File: config.mk
export PLATFORM = sky130hd
export DESIGN_NAME = vec_wb_serializer
export DESIGN_NICKNAME = d
export VERILOG_FILES = /design/src/rtl/vec_pkg.sv /design/src/rtl/grp_find.sv /design/src/rtl/vec_wb_serializer.sv
export SDC_FILE = /design/constraint.sdc
export NUM_CORES = 2
export LEC_CHECK = 0
export CAP_MARGIN = 25
export CORE_AREA = 2 2 524 526
export CTS_CLUSTER_DIAMETER = 30
export DETAILED_ROUTE_END_ITERATION = 16
export DIE_AREA = 0 0 526 528
export DONT_BUFFER_PORTS = 1
export MAX_ROUTING_LAYER = met4
export PLACE_DENSITY = 0.44
export SYNTH_ARGS = -nofsm -noshare
export SYNTH_HDL_FRONTEND = slang
export SYNTH_HIERARCHICAL = 1
export SYNTH_SLANG_ARGS = --single-unit
File: constraint.sdc
create_clock -name clk -period 5.24 [get_ports clk]
set_input_delay 1.048 -clock clk [delete_from_list [all_inputs] [get_ports clk]]
set_output_delay 1.048 -clock clk [all_outputs]
set_load 0.03 [all_outputs]
File: src/rtl/vec_pkg.sv
// Shared defaults and FSM state type for the vector writeback serializer.
package vec_pkg;
    localparam int LANES = 32;
    localparam int LANEW = 32;
    localparam int GROUP = 8;
    localparam int NGRP  = LANES / GROUP;
    localparam int GW    = (NGRP > 1) ? $clog2(NGRP) : 1;

    typedef enum logic {
        IDLE  = 1'b0,
        DRAIN = 1'b1
    } state_t;
endpackage

File: src/rtl/grp_find.sv
// Combinational priority finder: lowest lane group at or above start whose mask slice is nonzero.
module grp_find #(
    parameter int LANES = 32,
    parameter int GROUP = 8,
    parameter int NGRP  = LANES / GROUP,
    parameter int GW    = (NGRP > 1) ? $clog2(NGRP) : 1
) (
    input  logic [LANES-1:0] mask,
    input  logic [GW:0]      start,
    output logic [GW-1:0]    idx,
    output logic             found
);
    // Descending scan so the last hit written is the lowest qualifying group;
    // start is one bit wider so start == NGRP means "nothing left".
    always_comb begin
        idx   = '0;
        found = 1'b0;
        for (int g = NGRP - 1; g >= 0; g--) begin
            if (((GW+1)'(g) >= start) && (|mask[g*GROUP +: GROUP])) begin
                idx   = GW'(g);
                found = 1'b1;
            end
        end
    end
endmodule

File: src/rtl/vec_wb_serializer.sv
// Serializes a captured vector result into per-group register-file writeback beats,
// skipping groups with no active lanes.
import vec_pkg::*;

module vec_wb_serializer #(
    parameter int LANES = vec_pkg::LANES,
    parameter int LANEW = vec_pkg::LANEW,
    parameter int GROUP = vec_pkg::GROUP,
    localparam int NGRP = LANES / GROUP,
    localparam int GW   = (NGRP > 1) ? $clog2(NGRP) : 1
) (
    input  logic                   clk,
    input  logic                   rst_n,
    input  logic                   in_valid,
    output logic                   in_ready,
    input  logic [LANES*LANEW-1:0] in_data,
    input  logic [LANES-1:0]       in_mask,
    input  logic [7:0]             in_dst,
    output logic                   wb_valid,
    input  logic                   wb_ready,
    output logic [7:0]             wb_reg,
    output logic [GW-1:0]          wb_grp,
    output logic [GROUP*LANEW-1:0] wb_data,
    output logic [GROUP-1:0]       wb_mask,
    output logic                   done
);
    state_t                 state;
    logic [LANES*LANEW-1:0] data_q;
    logic [LANES-1:0]       mask_q;
    logic [7:0]             dst_q;

    logic [LANES*LANEW-1:0] src_data;
    logic [LANES-1:0]       src_mask;
    logic [GW:0]            start;
    logic [GW-1:0]          idx;
    logic                   found;
    logic [GROUP*LANEW-1:0] sel_data;
    logic [GROUP-1:0]       sel_mask;
    logic [GROUP*LANEW-1:0] beat_data;

    assign in_ready = (state == IDLE);

    // One finder serves both the first beat (straight off the inputs) and each successor beat.
    assign src_data = (state == IDLE) ? in_data : data_q;
    assign src_mask = (state == IDLE) ? in_mask : mask_q;
    assign start    = (state == IDLE) ? '0 : ({1'b0, wb_grp} + (GW+1)'(1));

    grp_find #(.LANES(LANES), .GROUP(GROUP), .NGRP(NGRP), .GW(GW)) u_find (
        .mask  (src_mask),
        .start (start),
        .idx   (idx),
        .found (found)
    );

    always_comb begin
        sel_data = '0;
        sel_mask = '0;
        for (int g = 0; g < NGRP; g++) begin
            if (idx == GW'(g)) begin
                sel_data = src_data[g*GROUP*LANEW +: GROUP*LANEW];
                sel_mask = src_mask[g*GROUP +: GROUP];
            end
        end
    end

    for (genvar l = 0; l < GROUP; l++) begin : g_lane
        assign beat_data[l*LANEW +: LANEW] = sel_mask[l] ? sel_data[l*LANEW +: LANEW] : '0;
    end

    always_ff @(posedge clk or negedge rst_n) begin
        if (!rst_n) begin
            state    <= IDLE;
            data_q   <= '0;
            mask_q   <= '0;
            dst_q    <= '0;
            wb_valid <= 1'b0;
            wb_reg   <= '0;
            wb_grp   <= '0;
            wb_data  <= '0;
            wb_mask  <= '0;
            done     <= 1'b0;
        end else begin
            done <= 1'b0;
            case (state)
                IDLE: begin
                    if (in_valid) begin
                        data_q <= in_data;
                        mask_q <= in_mask;
                        dst_q  <= in_dst;
                        if (found) begin
                            state    <= DRAIN;
                            wb_valid <= 1'b1;
                            wb_reg   <= in_dst;
                            wb_grp   <= idx;
                            wb_data  <= beat_data;
                            wb_mask  <= sel_mask;
                        end else begin
                            done <= 1'b1;
                        end
                    end
                end
                DRAIN: begin
                    if (wb_ready) begin
                        if (found) begin
                            wb_grp  <= idx;
                            wb_data <= beat_data;
                            wb_mask <= sel_mask;
                        end else begin
                            state    <= IDLE;
                            wb_valid <= 1'b0;
                            wb_data  <= '0;
                            wb_mask  <= '0;
                            done     <= 1'b1;
                        end
                    end
                end
                default: state <= IDLE;
            endcase
        end
    end
endmodule

# Word level (Yosys, flattened, before mapping)

Index checks and enable logic that the tools add are counted.

Order comparisons: 4
Bitwise operators: 1
Add/sub/neg operators: 1
Mux-type cells: 54
Reductions and logical operators: 14
Equality and inequality tests: 7

Operator list:

| kind                                               | count |
|---|---|
| two-way mux 256 bit                                | 8 |
| two-way mux 1024 bit                               | 1 |
| one-hot mux 256 bit (2 select lines)               | 1 |
| two-way mux 32 bit                                 | 9 |
| two-way mux 8 bit                                  | 8 |
| OR reduction 8 bit                                 | 4 |
| one-hot mux 8 bit (2 select lines)                 | 1 |
| two-way mux 1 bit                                  | 14 |
| two-way mux 2 bit                                  | 7 |
| >= comparator 1 x 3 -> 1 bit, first input constant | 2 |
| >= comparator 2 x 3 -> 1 bit, first input constant | 2 |
| != test 2 bit, second input constant               | 3 |
| one-hot mux 1 bit (2 select lines)                 | 3 |
| AND reduction 3 bit                                | 2 |
| == test 2 bit, second input constant               | 2 |
| logical AND 1 bit                                  | 4 |
| one-hot mux 2 bit (2 select lines)                 | 1 |
| AND reduction 2 bit                                | 2 |
| AND reduction 4 bit                                | 1 |
| adder 2 x 1 -> 3 bit, second input constant        | 1 |
| two-way mux 3 bit                                  | 1 |
| == test 2 x 1 -> 1 bit, second input constant      | 1 |
| zero test 2 bit                                    | 1 |
| != test 2 x 1 -> 1 bit, second input constant      | 1 |
| NOT 1 bit                                          | 1 |

Logic and storage cells: 90
Output and inout bits: 277
Bits of input ports: 1,068
Register bits after elaboration: 1,333

# Depth between registers and ports, before layout

Word-level depth: 17
Gate-level depth with buffers: 19
Mapped depth without buffers: 10

# Cells and area by module

The synthesis kept the hierarchy.

By module, submodules not included:

| module            | seq. area each (µm²) | times used | area each (µm²) | cells each |
|---|---|---|---|---|
| vec_wb_serializer | 33,357.0             | 1          | 64,310.4        | 4,116 |
| grp_find          | 0.0                  | 1          | 138.9           | 20 |

# Worst setup path before layout

Ideal clock, no wire load.

Path kind: input to register
From: input in_mask[21]
To: register wb_data[254]
Required time: 5.118 ns
Data arrival time: 3.375 ns
Setup time: 0.122 ns
Slack: 1.744 ns
Path buffers: 3
Cell stages on the path: 12
Cells stage by stage: mux2_2 > nor4_2 > a22o_2 > a22oi_1 > a211oi_1 > buf_2 > buf_4 > buf_2 > mux2_2 > o22ai_1 > a22oi_1 > a32o_1

Cells in the longest elaborated chain, start to end: 15
Elaborated cells between the ends (all ways): 29
Those cells by class: eq/ne (4); mux (21); reduce/logical (4)

Ends and longest elaborated chain:

| item                                                                   | line                                              | RTL |
|---|---|---|
| start, declared                                                        | vec_wb_serializer.sv:17                           | `input logic [LANES-1:0] in_mask,` |
| two-way mux 32 bit *                                                   | vec_wb_serializer.sv:45                           | `assign src_mask = (state == IDLE) ? in_mask : mask_q;` |
| OR reduction 8 bit *                                                   | grp_find.sv:19                                    | `if (((GW+1)'(g) >= start) && (\|mask[g*GROUP +: GROUP])) begin` |
| logical AND 1 bit *                                                    | grp_find.sv:19                                    |  |
| two-way mux 2 bit * (3 in series)                                      | grp_find.sv:19                                    |  |
| via idx[0]                                                             | vec_wb_serializer.sv:35                           | `logic [GW-1:0] idx;` |
| zero test 2 bit                                                        | vec_wb_serializer.sv:59                           | `if (idx == GW'(g)) begin` |
| two-way mux 256 bit or two-way mux 8 bit (tied branches) (4 in series) | vec_wb_serializer.sv:59                           |  |
| two-way mux 32 bit *                                                   | vec_wb_serializer.sv:67                           | `assign beat_data[l*LANEW +: LANEW] = sel_mask[l] ? sel_data[l*LANEW +: LANEW] : '0;` |
| two-way mux 256 bit (on tied branches)                                 | vec_wb_serializer.sv:104, vec_wb_serializer.sv:90 |  |
| two-way mux 256 bit (on tied branches)                                 | vec_wb_serializer.sv:103, vec_wb_serializer.sv:86 |  |
| one-hot mux 256 bit (2 select lines) *                                 | vec_wb_serializer.sv:84                           | `case (state)` |
| end signal, assigned                                                   | vec_wb_serializer.sv:95                           | `wb_data <= beat_data;` |
| end signal, assigned                                                   | vec_wb_serializer.sv:106                          | `wb_data <= beat_data;` |
| end, declared                                                          | vec_wb_serializer.sv:23                           | `output logic [GROUP*LANEW-1:0] wb_data,` |

The timed path passes the listed nets; every way through them passes the cells marked *. The select of a mux whose other input is x is not followed.
A chain may end at the register's enable or synchronous reset.

# Worst setup path in the final report

From: register state
To: register wb_data[159]

Elaborated cells between the ends (all ways): 46
Those cells by class: order compare (4); eq/ne (6); mux (25); bitwise (1); reduce/logical (10)

RTL lines:

| item                                                                   | line                                              | RTL |
|---|---|---|
| start, declared                                                        | vec_wb_serializer.sv:27                           | `state_t state;` |
| start signal, assigned                                                 | vec_wb_serializer.sv:72                           | `state <= IDLE;` |
| start signal, assigned                                                 | vec_wb_serializer.sv:91                           | `state <= DRAIN;` |
| start signal, assigned                                                 | vec_wb_serializer.sv:109                          | `state <= IDLE;` |
| two-way mux 32 bit *                                                   | vec_wb_serializer.sv:45                           |  |
| via src_mask[22]                                                       | vec_wb_serializer.sv:33                           | `logic [LANES-1:0] src_mask;` |
| OR reduction 8 bit *                                                   | grp_find.sv:19                                    |  |
| logical AND 1 bit *                                                    | grp_find.sv:19                                    |  |
| two-way mux 2 bit * (3 in series)                                      | grp_find.sv:19                                    |  |
| via idx[0]                                                             | vec_wb_serializer.sv:35                           |  |
| zero test 2 bit                                                        | vec_wb_serializer.sv:59                           |  |
| two-way mux 256 bit or two-way mux 8 bit (tied branches) (4 in series) | vec_wb_serializer.sv:59                           |  |
| two-way mux 32 bit *                                                   | vec_wb_serializer.sv:67                           |  |
| two-way mux 256 bit (on tied branches)                                 | vec_wb_serializer.sv:104, vec_wb_serializer.sv:90 |  |
| two-way mux 256 bit (on tied branches)                                 | vec_wb_serializer.sv:103, vec_wb_serializer.sv:86 |  |
| one-hot mux 256 bit (2 select lines) *                                 | vec_wb_serializer.sv:84                           |  |

Marks and branches as above.

==> results.rst <==
.. list-table::
   :header-rows: 1

   * - Metric
     - Value
   * - Outcome
     - finished, final reports clean
   * - Via count of the first global-routing pass
     - 41900
   * - Total count of max-transition violations in the final report
     - 0
   * - Clock-pin slew on the worst setup and hold paths
     - 0.04 ns
   * - Leakage power of the design
     - 35.0 nW
   * - Die Height
     - 528 um
   * - Hold buffer count at CTS
     - 0
   * - Path class of the lowest-slack min-delay path
     - in2async
   * - Critical-path cell list
     - buf_4 > mux2_2 > nor4_2 > a22o_2 > a22oi_1 > a211oi_4 > buf_12 > buf_4 > mux2_2 > a221o_1 > a21oi_1 > o31ai_1
   * - Largest vdd supply drop
     - 0.800 mV
   * - Endpoint required time on the critical path
     - 5.95 ns
   * - YS warnings
     - 6
   * - Post-synth top cells
     - 1333 x dfrtp_1, 1097 x mux2_2, 506 x mux4_2
   * - Cell count of the worst reg-to-reg path
     - 12
   * - Die outline area
     - 0.278 mm2
   * - Per-cell routed wire length
     - 30.1 um
   * - Critical path startpoint category
     - flop
   * - Final Critical Period
     - 4.65 ns
   * - Most area-consuming cells after synthesis
     - dfrtp_1 52%, mux2_2 19%, mux4_2 18%
   * - Number of enable flip-flop cells after synthesis
     - 0
   * - Global placement routability congestion
     - 0.859
   * - Total Negative Setup Slacks
     - 0 ns
   * - Largest registers
     - data_q: 1024 flops, wb_data: 256 flops, mask_q: 32 flops
   * - Antenna violations before repair
     - 96
   * - TritonCTS buffer count
     - 370
   * - Pin count of the biggest net entering global routing
     - 147
   * - IO Count
     - 1345
   * - Post-Place Cells
     - 7519
   * - Area grow syn2layout
     - 27.2%
   * - Most used flip-flop cell after synthesis
     - dfrtp_1
   * - Mapped cell area
     - 0.0644 mm2
   * - Root cell of the clock tree
     - clkbuf_16
   * - Detail Route Antenna Nets
     - 0
   * - Async set-or-reset flop fraction in the synthesized netlist
     - 1.00
   * - Most numerous cell in the Yosys netlist
     - dfrtp_1
   * - Buffer depth of the longest clock path
     - 4
   * - Classification of the worst setup path
     - reg2reg
   * - Flip-flop count of the largest register after layout
     - 1024
   * - Maximum single-stage delay on the critical path
     - 0.81 ns
   * - DRC violation count after routing
     - 0
   * - Measured slew at the worst slew-check pin
     - 1.15 ns
   * - Power per cell area
     - 847 mW/mm2
   * - Skew final
     - 0.0833 ns
   * - CTS tree
     - yes
   * - Crit path capture
     - wb_data[159]
   * - Count of endpoints failing setup in the final report
     - 0
   * - Final hold viol count
     - 0
   * - Input/output buffers
     - 0
   * - Via count normalized by instance count
     - 4.70
   * - Max Fanout on Critical Path
     - 37
   * - Fraction of final layout cells sized beyond drive strength 1
     - 0.512
   * - Clock network latency to the later pin of the worst-skew pair
     - 0.88 ns
   * - Synth area leader
     - dfrtp_1
   * - Wire length of the first global-routing pass
     - 345 mm
   * - DRT Pass-1 Iters
     - 5
   * - Number of nets in the layout
     - 5371
   * - Unique masters post-synth
     - 41
   * - FF-to-FF Start
     - state
   * - Timing startpoint of the critical path
     - state
   * - Setup slack, reg-to-reg
     - 0.59 ns
   * - Number of non-filler instances in the completed layout
     - 8324
   * - Fillcell total
     - 27300
   * - Horiz. Die Dim
     - 526 um
   * - Arrival time of the worst setup path
     - 5.37 ns
   * - Effective utilization at floorplan
     - 0.237
   * - Max_cap viols
     - 0
   * - Number of clock sinks
     - 1333
   * - Total number of vias
     - 39100
   * - Drt initial violations
     - 2059
   * - Headroom to the max-slew limit
     - 0.232
   * - Detail Placement HPWL
     - 187 mm
   * - Post-CTS Repair Setup Buffers
     - 0
   * - Fraction of the yosys area taken by sequential cells
     - 0.518
   * - Clock H-tree levels
     - 5
   * - Register ranked first by flip-flop count
     - data_q
   * - Quantity of gates resized following cts
     - 0
   * - Endpoint type of the worst setup path
     - flop
   * - Post-detailed-routing wire length
     - 250 mm
   * - Total congestion overflow after global routing
     - 0
   * - Post-synth top area share
     - 0.518
   * - Ratio of final minimum period to clock period
     - 0.888
   * - Rows
     - 192
   * - Core Footprint
     - 0.272 mm2
   * - Net count of the mapped netlist
     - 5205
   * - Critical register-to-register path endpoint
     - wb_data[159]
   * - Mapped Cells
     - 4136
   * - Slowest stage cell, crit path
     - dfrtp_4
   * - Synthesis-stage register bit count
     - 1333
   * - Post-synthesis average cell area
     - 15.6 um2
   * - RSZ-0062 raised after global routing
     - false
   * - F_max
     - 215 MHz
   * - Overall Global Routing Usage
     - 0.181
[placed cells by master (no fill, tap or decap), types with 3 or more instances in the layout]
| master | count |
|---|---|
| a221o_1 | 4 |
| mux4_2 | 506 |
| bufinv_16 | 47 |
| inv_1 | 5 |
| nand2_1 | 277 |
| inv_16 | 6 |
| clkinvlp_4 | 11 |
| buf_4 | 80 |
| a21oi_1 | 7 |
| nor2_1 | 5 |
| clkbuf_16 | 371 |
| clkinv_16 | 13 |
| dfrtp_1 | 1332 |
| o21ai_1 | 245 |
| nor2b_1 | 4 |
| clkbuf_8 | 84 |
| a221o_2 | 4 |
| mux2_2 | 1097 |
| and2_1 | 3 |
| a22oi_1 | 13 |
| diode_2 | 135 |
| clkbuf_1 | 53 |
| mux2i_1 | 257 |
| inv_6 | 4 |
| clkinv_8 | 3 |
| o21ai_0 | 14 |
| nor4_1 | 6 |
| buf_12 | 36 |
| clkinv_2 | 78 |
[cells by family (layout without fill, tap and decap cells)]
group	count (synthesis)	in the layout	share of synthesized area
DFF	1333	1333	0.518
muxes	1862	1862	0.409
other	0	135	0
adders and majority gates	1	1	0.000194
buffers and inverters	330	794	0.0287
AOI/OAI and AO/OA	305	305	0.0257
and+or+nand+nor	305	305	0.0191
[through the flow]
| step | util | hold slack [ns] | setup slack [ns] | cell area (um2) | total power, mW |
|---|---|---|---|---|---|
| 5_1_grt | 0.301 | 0.145 | 0.331 | 82000 | 73.1 |
| 3_3_place_gp | 0.252 | 0.481 | 0.511 | 68500 | 46.2 |
| 4_1_cts | 0.300 | 0.119 | 0.526 | 81600 | 70.5 |
| 2_1_floorplan | - | 0.471 | 1.74 | 64400 | 37.9 |
| 3_5_place_dp | 0.252 | 0.487 | 0.533 | 68500 | 46.7 |
| 6_report | 0.301 | 0.159 | 0.586 | 82000 | 69.5 |
[critical path: cells and delay by family (launching register included)]
family | cells | cell delay, ns
AOI/OAI and AO/OA | 6 | 1.62
buffers and inverters | 3 | 0.96
DFF | 1 | 0.81
muxes | 2 | 0.86
and+or+nand+nor | 1 | 0.16
[how the worst min path moves through the flow]
stage                             from            to  slack, ns
after floorplan           data_q[1022]  data_q[1022]       0.47
after global placement      data_q[64]    data_q[64]       0.48
after detailed placement  data_q[1022]  data_q[1022]       0.49
after CTS                        rst_n   data_q[346]       0.12
after global routing             rst_n    data_q[50]       0.14
final                            rst_n    data_q[55]       0.16
[layout make-up]
cell class	count	area, um2	area share
diodes	135	338	0.00412
clock buffers	508	10600	0.130
clock inverters	162	2480	0.0303
inverters	7	35.0	0.000427
multi-input cells	2473	29300	0.357
flip-flops and latches	1333	33400	0.407
well taps	3589	4490	0.0548
repair buffers	117	1350	0.0165
[routing by layer]
layer / vias up / GRT usage / wire [um]
met4: 0 / 0.0573 / 6060
li1: 16300 / - / -
met2: 1533 / 0.283 / 119000
met5: - / - / 0
met1: 20900 / 0.193 / 93700
met3: 378 / 0.103 / 32000
[power breakdown]
group          total, mW  internal (mW)  switching (mW)  leakage (nW)
registers           18.4           14.9            3.52          16.7
clock network       23.4           16.4            7.02          6.46
logic               27.6           13.7            13.9          11.9
(Power assumes the default switching activity.)
